`src/rtl/risc_pc_stack_pkg.sv`:
```
// Shared sizing defaults and operation encodings for the RISC return-address stack.
`default_nettype none

package risc_pc_stack_pkg;

  localparam int STACK_DEPTH = 8;
  localparam int PC_WIDTH    = 8;
  localparam int STACK_PTR_W = 4;

  // Encoding matches the {PushEnbl, PopEnbl} strobe pair from control.
  typedef enum logic [1:0] {
    STK_IDLE = 2'b00,
    STK_POP  = 2'b01,
    STK_PUSH = 2'b10,
    STK_XCHG = 2'b11
  } stk_op_e;

  function automatic stk_op_e decode_op(input logic push, input logic pop);
    return stk_op_e'({push, pop});
  endfunction

endpackage

`default_nettype wire

```
`src/rtl/risc_stack_mem.sv`:
```
// Return-address storage: DEPTH x AW registers, one synchronous write port, one async read port.
`default_nettype none

module risc_stack_mem
  import risc_pc_stack_pkg::*;
#(
  parameter int DEPTH = STACK_DEPTH,
  parameter int AW    = PC_WIDTH,
  parameter int IW    = $clog2(STACK_DEPTH)
) (
  input  logic          Clk,
  input  logic          wr_en,
  input  logic [IW-1:0] wr_addr,
  input  logic [AW-1:0] wr_data,
  input  logic [IW-1:0] rd_addr,
  output logic [AW-1:0] rd_data
);

  // Contents are deliberately not reset; validity is tracked by the stack pointer.
  logic [AW-1:0] mem_q [DEPTH];

  always_ff @(posedge Clk) begin
    if (wr_en) begin
      mem_q[wr_addr] <= wr_data;
    end
  end

  assign rd_data = mem_q[rd_addr];

endmodule

`default_nettype wire

```
`src/rtl/risc_pc_stack.sv`:
```
// Return-address stack with registered pop data, status and sticky errors.
// Define RISC_STACK_WRAP_EN to make the stack circular (push while full overwrites the oldest entry).
`default_nettype none

module risc_pc_stack
  import risc_pc_stack_pkg::*;
#(
  parameter int DEPTH = STACK_DEPTH,
  parameter int AW    = PC_WIDTH,
  parameter int PW    = STACK_PTR_W
) (
  input  logic          Clk,
  input  logic          Reset,
  input  logic          PushEnbl,
  input  logic          PopEnbl,
  input  logic [AW-1:0] Push_Data,
  input  logic          Clr_Err,
  output logic [AW-1:0] Pop_Data,
  output logic          Pop_Valid,
  output logic          Stack_Empty,
  output logic          Stack_Full,
  output logic [PW-1:0] Stack_Count,
  output logic          Overflow,
  output logic          Underflow
);

  localparam int IW = $clog2(DEPTH);

  logic [PW-1:0] count_q, count_d;
  logic [IW-1:0] head_q, head_d;
  logic [AW-1:0] pop_data_q, pop_data_d;
  logic          pop_valid_q, pop_valid_d;
  logic          empty_q, empty_d;
  logic          full_q, full_d;
  logic          ovf_q, ovf_d;
  logic          unf_q, unf_d;

  logic          mem_we;
  logic [IW-1:0] mem_waddr;
  logic [IW-1:0] top_idx;
  logic [AW-1:0] top_data;
  stk_op_e       op;

  assign op      = decode_op(PushEnbl, PopEnbl);
  // head_q is the next free slot, so the top entry lives one below it (mod DEPTH).
  assign top_idx = head_q - IW'(1);

  risc_stack_mem #(
    .DEPTH (DEPTH),
    .AW    (AW),
    .IW    (IW)
  ) u_mem (
    .Clk     (Clk),
    .wr_en   (mem_we & ~Reset),
    .wr_addr (mem_waddr),
    .wr_data (Push_Data),
    .rd_addr (top_idx),
    .rd_data (top_data)
  );

  always_comb begin
    count_d     = count_q;
    head_d      = head_q;
    pop_data_d  = pop_data_q;
    pop_valid_d = 1'b0;
    ovf_d       = ovf_q & ~Clr_Err;
    unf_d       = unf_q & ~Clr_Err;
    mem_we      = 1'b0;
    mem_waddr   = head_q;

    case (op)
      STK_PUSH: begin
        if (!full_q) begin
          mem_we  = 1'b1;
          head_d  = head_q + IW'(1);
          count_d = count_q + PW'(1);
        end else begin
`ifdef RISC_STACK_WRAP_EN
          mem_we = 1'b1;
          head_d = head_q + IW'(1);
`else
          ovf_d  = 1'b1;
`endif
        end
      end
      STK_POP: begin
        pop_valid_d = 1'b1;
        if (!empty_q) begin
          pop_data_d = top_data;
          head_d     = top_idx;
          count_d    = count_q - PW'(1);
        end else begin
          pop_data_d = '0;
          unf_d      = 1'b1;
        end
      end
      STK_XCHG: begin
        pop_valid_d = 1'b1;
        mem_we      = 1'b1;
        if (!empty_q) begin
          // Pop then push into the same slot: old top is read before the write lands.
          pop_data_d = top_data;
          mem_waddr  = top_idx;
        end else begin
          pop_data_d = '0;
          unf_d      = 1'b1;
          head_d     = head_q + IW'(1);
          count_d    = count_q + PW'(1);
        end
      end
      default: ;
    endcase

    empty_d = (count_d == '0);
    full_d  = (count_d == PW'(DEPTH));
  end

  always_ff @(posedge Clk) begin
    if (Reset) begin
      count_q     <= '0;
      head_q      <= '0;
      pop_data_q  <= '0;
      pop_valid_q <= 1'b0;
      empty_q     <= 1'b1;
      full_q      <= 1'b0;
      ovf_q       <= 1'b0;
      unf_q       <= 1'b0;
    end else begin
      count_q     <= count_d;
      head_q      <= head_d;
      pop_data_q  <= pop_data_d;
      pop_valid_q <= pop_valid_d;
      empty_q     <= empty_d;
      full_q      <= full_d;
      ovf_q       <= ovf_d;
      unf_q       <= unf_d;
    end
  end

  assign Pop_Data    = pop_data_q;
  assign Pop_Valid   = pop_valid_q;
  assign Stack_Empty = empty_q;
  assign Stack_Full  = full_q;
  assign Stack_Count = count_q;
  assign Overflow    = ovf_q;
  assign Underflow   = unf_q;

endmodule

`default_nettype wire

```
`config.mk`:
```
export PLATFORM = sky130hd
export DESIGN_NAME = risc_pc_stack
export DESIGN_NICKNAME = d
export VERILOG_FILES = /design/src/rtl/risc_pc_stack_pkg.sv /design/src/rtl/risc_stack_mem.sv /design/src/rtl/risc_pc_stack.sv
export SDC_FILE = /design/constraint.sdc
export NUM_CORES = 1
export LEC_CHECK = 0
export ABC_CLOCK_PERIOD_IN_PS = 2700
export CAP_MARGIN = 30
export CORE_AREA = 2 2 115 117
export DETAILED_ROUTE_END_ITERATION = 16
export DIE_AREA = 0 0 117 119
export DONT_BUFFER_PORTS = 1
export GPL_ROUTABILITY_DRIVEN = 1
export GPL_TIMING_DRIVEN = 0
export SLEW_MARGIN = 5
export SYNTH_ARGS = -nofsm -noshare
export SYNTH_HDL_FRONTEND = slang
export SYNTH_HIERARCHICAL = 1
export SYNTH_SLANG_ARGS = --single-unit
```
`constraint.sdc`:
```
create_clock -name Clk -period 2.7 [get_ports Clk]
set_input_delay 0.675 -clock Clk [delete_from_list [all_inputs] [get_ports Clk]]
set_output_delay 0.675 -clock Clk [all_outputs]
set_load 0.01 [all_outputs]
```
Yosys cells after proc, flatten, opt, wreduce, memory -nomap -nowiden
Memory sizes are Yosys's and may differ from the RTL's.
Cells that the tools add are included.

word-level totals
  bits in registers = 20
  bits in writable memories = 64
  bits of input ports = 13
  output and inout bits = 17
  word-level logic and storage cells = 47
  memories kept = 1

memories
  memory       words  bits a word  rd ports  clocked after memory_dff  wr ports  line                  text
  u_mem.mem_q  8      8            1         0                         1         risc_stack_mem.sv:20  logic [AW-1:0] mem_q [DEPTH];

cells by class
  $add $sub $neg = 4
  equality and inequality tests = 6
  mux-type cells = 19
  bitwise operators = 5
  reductions and logical operators = 4

operators with widths
  cell                                                                   count
  3-bit 2-to-1 mux                                                       4
  4-bit 2-to-1 mux                                                       3
  4-bit case mux with 3 select lines                                     1
  3-bit case mux with 3 select lines                                     1
  1-bit 2-to-1 mux                                                       8
  8-bit 2-to-1 mux                                                       1
  4-bit by 1-bit adder with 4-bit output, second input constant          1
  2-bit equality test, second input constant                             2
  4-bit equality test, second input constant                             1
  4-bit logical NOT                                                      1
  2-bit != test, second input constant                                   2
  4-bit by 1-bit subtractor with 4-bit output, second input constant     1
  3-bit by 1-bit adder with 3-bit output, second input constant          1
  1-bit AND                                                              3
  3-bit AND reduction                                                    1
  3-bit nonzero test                                                     1
  3-bit by 1-bit subtractor with 3-bit output, second input constant     1
  2-bit by 1-bit equality test with 1-bit output, second input constant  1
  1-bit inverter                                                         2
  1-bit case mux with 2 select lines                                     1
  2-bit OR reduction                                                     1

Depth between registers and ports, before layout
Gate-level depths: netlist of the first run.

  depth after elaboration = 5
  mapped depth = 9
  mapped depth without buffers = 7

By module
Netlist of the first run, hierarchy kept.

by module, submodules not included
  module          instances  cells each  area each (um2)
  risc_stack_mem  1          106         2,531.2
  risc_pc_stack   1          125         1,044.8

Least setup slack after synthesis of the first run
No wires, ideal clock.

  path type = input-to-reg
  from = in PopEnbl
  to = mem u_mem/mem_q[0][0] (netlist bit), enable pin
  library setup time = 0.383 ns
  arrival time = 2.150 ns
  required time = 2.317 ns
  slack = 0.167 ns
  stages on the path = 7
  path buffers = 2
  cells stage by stage = buf_4 -> and2b_1 -> buf_2 -> nand3_1 -> xnor2_1 -> nand2b_1 -> nor3_1

RTL lines
  item                 line                  text
  start, declared      risc_pc_stack.sv:15   input logic PopEnbl,
  2-bit equality test  risc_pc_stack.sv:71   case (op)
  3-bit 2-to-1 mux     risc_pc_stack.sv:71
  net mem_waddr[2]     risc_pc_stack.sv:39   logic [IW-1:0] mem_waddr;
  end, declared        risc_stack_mem.sv:20

The timed path passes the listed nets, and every way through them passes these cells.

Worst setup path in the final report of the first run
  from = reg empty_q (netlist: Stack_Empty)
  to = mem u_mem/mem_q[1][3] (netlist bit), enable pin

on the way
  cells in the longest elaborated chain, start to end = 2

ends and longest elaborated chain
  item                    line                  text
  start, declared         risc_pc_stack.sv:33   logic empty_q, empty_d;
  start signal, assigned  risc_pc_stack.sv:133  empty_q <= empty_d;
  3-bit 2-to-1 mux        --
  3-bit 2-to-1 mux        risc_pc_stack.sv:71
  net mem_waddr[0]        risc_pc_stack.sv:39

The timed path passes the listed nets, and every way through them passes these cells.

==> results of run 1 <==
registers in the layout, indices dropped and copies added (netlist names):
signal       cells
Pop_Data         8
Stack_Count      4
u_mem/mem_q     64
Overflow         1
Pop_Valid        1
Stack_Empty      1
Stack_Full       1
head_q           3
Underflow        1
area by class of cell:
type,count,area [um^2]
well taps,176,220.2
fillers,1291,8765
inverters,8,30.03
multi-input cells,128,1176
clock inverters,6,62.56
flip-flops and latches,84,2322
clock buffers,9,225.2
plain buffers,11,73.82
per-stage QoR:
stage               total power, mW  util, %  TNS (ns)
floorplan                     1.968        -         0
global placement              2.101    29.48    -18.41
detailed placement            2.110    29.56    -19.94
CTS                           3.330    31.84    -2.169
global route                  3.445    31.92   -0.8087
finish                        3.291    31.92         0
logic make-up (layout without fill, tap and decap cells):
| family | after synthesis | after routing |
|---|---|---|
| DFF | 84 | 84 |
| muxes | 24 | 24 |
| adders and majority gates | 4 | 4 |
| xor gates and xnor gates | 7 | 7 |
| AOI/OAI and AO/OA | 25 | 25 |
| and+or+nand+nor | 68 | 68 |
| buffers and inverters | 19 | 34 |
synth_stat cells (all sizes together):
master and number:
xnor2 6, edfxtp 64, clkbuf 4, a222oi 1, nor3 4, nand2 11, nor2b 10, a21oi 10
inv 8, and3b 2, buf 7, nand2b 6, o22ai 2, a31oi 1, nor3b 1, nand4 2
mux2 8, o21ai 7, nand3 3, nor2 25, and2b 2, and4bb 1, a211oi 1, nor4b 1
a41o 1, o2bb2ai 1, o32ai 1, ha 4, dfxtp 20, mux4 16, xor2 1
worst register-to-register path, delay by kind of cell (launching register included):
kind	cells	cell delay, ns
xor gates and xnor gates	1	0.41
buffers and inverters	1	0.23
DFF	1	0.41
and+or+nand+nor	4	1.13
per-layer routing:
| metal | vias up | global-route usage [%] |
|---|---|---|
| met4 | 0 | 2.500 |
| met5 | - | 0 |
| met3 | 6 | 4.936 |
| li1 | 894 | - |
| met2 | 54 | 16.40 |
| met1 | 948 | 13.95 |
power breakdown:
group | internal, mW | switching (mW) | leakage, nW
Sequential | 1.46 | 0.0629 | 0.742
Clock | 0.711 | 0.493 | 0.137
Combinational | 0.275 | 0.288 | 0.519
worst min-delay path by stage:
stage,cells after the start,to,from
after floorplan,2,Underflow$_SDFF_PP0_,Underflow$_SDFF_PP0_
after detailed placement,2,Underflow$_SDFF_PP0_,Underflow$_SDFF_PP0_
after global routing,1,Pop_Valid$_SDFF_PP0_,Reset
final,1,Pop_Valid$_SDFF_PP0_,Reset
after global placement,2,Underflow$_SDFF_PP0_,Underflow$_SDFF_PP0_
after CTS,1,Pop_Valid$_SDFF_PP0_,Reset
what timing repair did:
| item | 4_1_cts | 5_1_grt |
|---|---|---|
| setup endpoints to repair | 40 | 72 |
| gates resized for setup | 2 | 7 |
| buffers inserted | 0 | 0 |
| pin swaps | 0 | 0 |
==> results by group, run 1 <==
Layout
  • Nets@finish: between 200 and 300
  • Area Overhead vs Synth: 14.94%
  • Post-route cell area: between 4000 and 5000 um^2
  • Most frequent cells in the layout: edfxtp_1 (64), dfxtp_1 (20), nor2_1 (19)
  • Ant diodes: 0
  • Layout Cells excl Fill: roughly 420
  • Most common cell after layout, fill and taps aside: edfxtp_1
  • Layout cells sized above 1: 17.48%

Yosys
  • Syn_area_per_cell: between 15 and 20 um^2
  • Synth Register Bits: 84
  • Synth Area in Adders: between 1 and 1.5%
  • Area contributors post-synth: edfxtp_1 (54%), dfxtp_1 (11%), mux4_1 (11%)
  • Cell taking the most area after synthesis: edfxtp_1
  • Post-Synth XOR/XNOR Area: roughly 1.7%
  • Sequential area share after synthesis: approximately 65%
  • Mux contribution to synthesized area: around 14%
  • Share of the synthesized area in the top cell type: approximately 54%
  • Yosys warning count: 6
  • Main combinational cell family by area after synthesis: multiplexers
  • Netlist cell types: 39
  • Synth Cell Area: between 3000 and 4000 um^2
  • Compound-Gate Fraction of Synth Area: between 4 and 5%
  • Mapped Cells: between 200 and 250
  • Syn Nets: 248
  • Synth Area in Simple Gates: 10.57%

Critical path
  • Worst path top cell family by delay: simple AND/OR/NAND/NOR gates
  • Worst flop-to-flop path startpoint: Stack_Empty$_SDFF_PP1_
  • Critical Path End Type: register
  • Reg2Reg Capture Point: u_mem/mem_q[1][3]$_DFFE_PP_
  • Startpoint class of the critical path: register
  • CP Class: register to register
  • Setup crit start: Stack_Empty$_SDFF_PP1_
  • Worst Reg-to-Reg Cells: 6
  • Maximum fanout along the worst path: 10
  • Worst-path cell chain: and2b_1, buf_2, nand2_1, xnor2_1, nand2b_1, nor2_2
  • Reg-to-reg slack, setup: around 0.16 ns
  • Slowest cell on crit path: nor2_2
  • Crit path DAT: ~2.5 ns
  • WP depth: 6
  • Crit path to: u_mem/mem_q[1][3]$_DFFE_PP_
  • Worst path buffer plus inverter count: 1
  • WP data required: 2.67 ns
  • Max incr delay on CP: ~0.53 ns

Floorplanning
  • DIE HEIGHT: roughly 120 um
  • Initial Utilization: 27.77%
  • Top Ports: 30
  • Row count: 42
  • DIE AREA: ~14000 um^2
  • Die W: 117 um
  • Core Region: approximately 13000 um^2

Place
  • Port buffer count: 0
  • Dpl ws: -0.4196 ns
  • Dpl hpwl: 4502 um
  • Final Wtd Congestion: about 0.78
  • Dpl cells: between 400 and 500
  • Placed Area: roughly 3800 um^2

Detailed routing
  • Drt total wl: 7026 um
  • DRT met1 WL: 3186 um
  • Via/cell ratio: 4.507
  • Pre-Repair DR Iteration Count: 4
  • DRT iter0 DRCs: 137
  • DRC: 0
  • Antenna-violating nets left: 0
  • Met3 WL: between 400 and 500 um
  • Top routing layer used: met4
  • Per-cell routed wire length: between 15 and 20 um
  • DR vias: 1902
  • DR WL met2: between 3000 and 4000 um

Clocking
  • Htree depth: 3
  • CTS Buffer Depth: 2
  • Cts hold-fix bufs: 0
  • Clk slew on worst S/H paths: around 0.06 ns
  • Clock sink count: 84
  • CTS Buf Count: 9
  • Clk Latency, worst-skew pair: between 0.3 and 0.4 ns
  • CTS tree: done
  • Clock Root Buffer: clkbuf_16

Timing
  • Final number of max-transition violations: 0
  • Fin crit share: between 90% and 100%
  • Worst Clk Skew: ~0.0048 ns
  • Min Hold Slack: slightly above 0.4 ns
  • Max Clk Rate: between 300 and 400 MHz
  • Final hold viol count: 0
  • Slew HR: between 30% and 40%
  • RSZ-0062 raised after global routing: true
  • Final worst slack: ~0.16 ns
  • Fin crit period: 2.536 ns
  • Setup violators final: 0
  • Slew @ Worst Pin: roughly 0.91 ns

GRT
  • First-pass GRT wire length: approximately 11000 um
  • Total GRT Usage: between 10 and 15%
  • Pin count of the biggest net entering global routing: 15
  • Initial antenna violation count: 0
  • Vias in the first global route: about 2000
  • Grt ovf: 0

Job
  • Max-Cap Viols: 0

Worst hold path
  • Worst Hold Class: input pin to register

Outcome
  • Status: finished clean

Power and ir drop
  • Worst VDD drop: roughly 0.00029 V
  • Leakage Power: about 1.4 nW
  • Power Density: between 800 and 900 nW/um^2
(Power assumes the default switching activity.)
==> run 2, diff against run 1 <==
ABC_CLOCK_PERIOD_IN_PS = 2660   (was 2700)
GPL_ROUTABILITY_DRIVEN = 0   (was 1)
clock period = 2.66 ns   (was 2.7 ns; I/O delays follow)
==> results by group, run 2 (same netlist as run 1, synthesis figures left out) <==
Clocking
  • Postcts setup bufs: 0
  • CTS Buf Count: 9
  • CTS tree: done
  • Clk slew on worst S/H paths: 0.06 ns
  • CTS Buffer Depth: 2
  • Clock Root Buffer: clkbuf_16
  • Htree depth: 3
  • Cts hold-fix bufs: 0
  • Clock sink count: 84
  • Clk Latency, worst-skew pair: roughly 0.33 ns

Detailed routing
  • Per-cell routed wire length: roughly 17 um
  • DR vias: about 1900
  • DRC: 0
  • Drt total wl: between 7000 and 8000 um
  • DRT iter0 DRCs: 107
  • Via/cell ratio: 4.540
  • Pre-Repair DR Iteration Count: 4
  • Antenna-violating nets left: 0

Timing
  • Max Clk Rate: between 300 and 400 MHz
  • Worst Clk Skew: between 0.004 and 0.005 ns
  • Setup violators final: 0
  • RSZ-0062 raised after global routing: true
  • Slew HR: approximately two fifths
  • Fin crit share: between 90% and 100%
  • Final worst slack: ~0.052 ns
  • Final hold viol count: 0
  • Final number of max-transition violations: 0
  • Fin crit period: ~2.6 ns
  • Min Hold Slack: approximately 0.40 ns
  • Slew @ Worst Pin: around 0.9 ns

Critical path
  • Worst-path cell chain: and2b_1, buf_2, nand3_1, xnor2_1, nand2b_1, nor3_2
  • Worst path buffer plus inverter count: 1
  • CP Class: register to register
  • Max incr delay on CP: approximately 0.75 ns
  • Slowest cell on crit path: nor3_2
  • Critical Path End Type: register
  • Startpoint class of the critical path: register
  • WP data required: roughly 2.6 ns
  • Worst path top cell family by delay: simple AND/OR/NAND/NOR gates
  • Maximum fanout along the worst path: 10
  • Crit path DAT: approximately 2.6 ns

Outcome
  • Status: finished clean

Floorplanning
  • Initial Utilization: between 20% and 30%
  • DIE AREA: between 10000 and 15000 um^2
  • Core Region: approximately 13000 um^2
  • Top Ports: 30
  • Die W: approximately 120 um
  • Row count: 42
  • DIE HEIGHT: between 100 and 150 um

Power and ir drop
  • Clk pwr share: roughly 37%
  • Sw Ratio: around 26%
  • Power Density: approximately 810 nW/um^2
  • Psw: 0.8669 mW
  • Leakage Power: about 1.4 nW
  • Worst VDD drop: between 0.0002 and 0.0003 V
  • Comb pwr share: 17.4%
  • Int Pwr: around 2.5 mW
  • Sequential power share: 46.1%

Place
  • Dpl hpwl: between 4000 and 5000 um
  • Port buffer count: 0
  • Placed Area: approximately 3800 um^2
  • Dpl ws: -0.4496 ns

Layout
  • Filler instances: 1288
  • Most frequent cells in the layout: edfxtp_1 (64), dfxtp_1 (20), nor2_1 (19)
  • Most common cell after layout, fill and taps aside: edfxtp_1
  • Multi-input gate area: about 1200 um^2
  • Nets@finish: ~260
  • Ant diodes: 0
  • Biggest register: u_mem/mem_q
  • Storage element area: ~2300 um^2
  • Area Overhead vs Synth: 15.89%
  • Max reg flops: 64
  • Layout cells sized above 1: between 15 and 20%
  • Post-route cell area: around 4100 um^2

GRT
  • Grt ovf: 0
  • Total GRT Usage: 10.74%
  • Vias in the first global route: 1954
  • Pin count of the biggest net entering global routing: 15
  • First-pass GRT wire length: between 10000 and 15000 um
  • Initial antenna violation count: 0

Worst hold path
  • Worst Hold Class: input pin to register

Job
  • Max-Cap Viols: 0
## run 2: cell counts in the layout (fill, tap and decap cells not counted)
No cell type changed its count.
## run 2: per-layer routing
layer	global-route usage (%)	wire length (um)	vias up
met1	13.95	3201	954
met2	16.40	3321	54
met3	4.936	439	8
li1	-	-	900
met5	0	0	-
met4	2.500	74	0
## run 2: cell type report
class                   instances  share of cell area, %
clock buffers                   9                  5.435
multi-input cells             128                  29.20
flip-flops and latches         84                  56.04
well taps                     176                  5.314
clock inverters                 6                  1.510
inverters                       8                 0.7246
plain buffers                  11                  1.781
## run 2: repair_timing
item                                    CTS  global route
endpoints found under the setup margin   48            64
gates resized for setup                   3            12
hold endpoints to repair                  0             0
## run 2: power by group through the flow
| stage | clock, mW | sequential, mW | combinational [mW] |
|---|---|---|---|
| 2_1_floorplan | 0 | 1.56 | 0.440 |
| 3_3_place_gp | 0 | 1.58 | 0.557 |
| 3_5_place_dp | 0 | 1.58 | 0.565 |
| 4_1_cts | 1.26 | 1.55 | 0.572 |
| 5_1_grt | 1.31 | 1.56 | 0.641 |
| 6_report | 1.22 | 1.55 | 0.583 |
## run 2: worst reg2reg max path, delay by kind of cell, from the launching register on
kind | cells | cell delay, ns
DFF | 1 | 0.41
xor gates and xnor gates | 1 | 0.15
and+or+nand+nor | 4 | 1.44
buffers and inverters | 1 | 0.23
## run 2: path summary, 6_finish.rpt
path / slack (ns) / end / cells after the start / from
max reg2reg: 0.05 / u_mem/mem_q[0][4]$_DFFE_PP_ / 6 / Stack_Empty$_SDFF_PP1_
min: 0.40 / Pop_Valid$_SDFF_PP0_ / 1 / Reset
max: 0.05 / u_mem/mem_q[0][4]$_DFFE_PP_ / 6 / Stack_Empty$_SDFF_PP1_
min reg2reg: 0.52 / Underflow$_SDFF_PP0_ / 2 / Underflow$_SDFF_PP0_
## run 2: metrics by stage
stage	power, mW	utilization, %	instances	TNS [ns]
floorplan	1.998	-	231	0
detailed placement	2.142	29.56	407	-21.86
CTS	3.381	31.86	422	-3.274
finish	3.354	32.19	422	0
global route	3.510	32.19	422	-1.192
global placement	2.132	29.48	407	-20.33
==> run 3, diff against run 2 <==
CTS_BUF_LIST = sky130_fd_sc_hd__clkbuf_16   (was default)
==> results of run 3 <==
Final layout, timing and power as in run 2 (identical DEF).
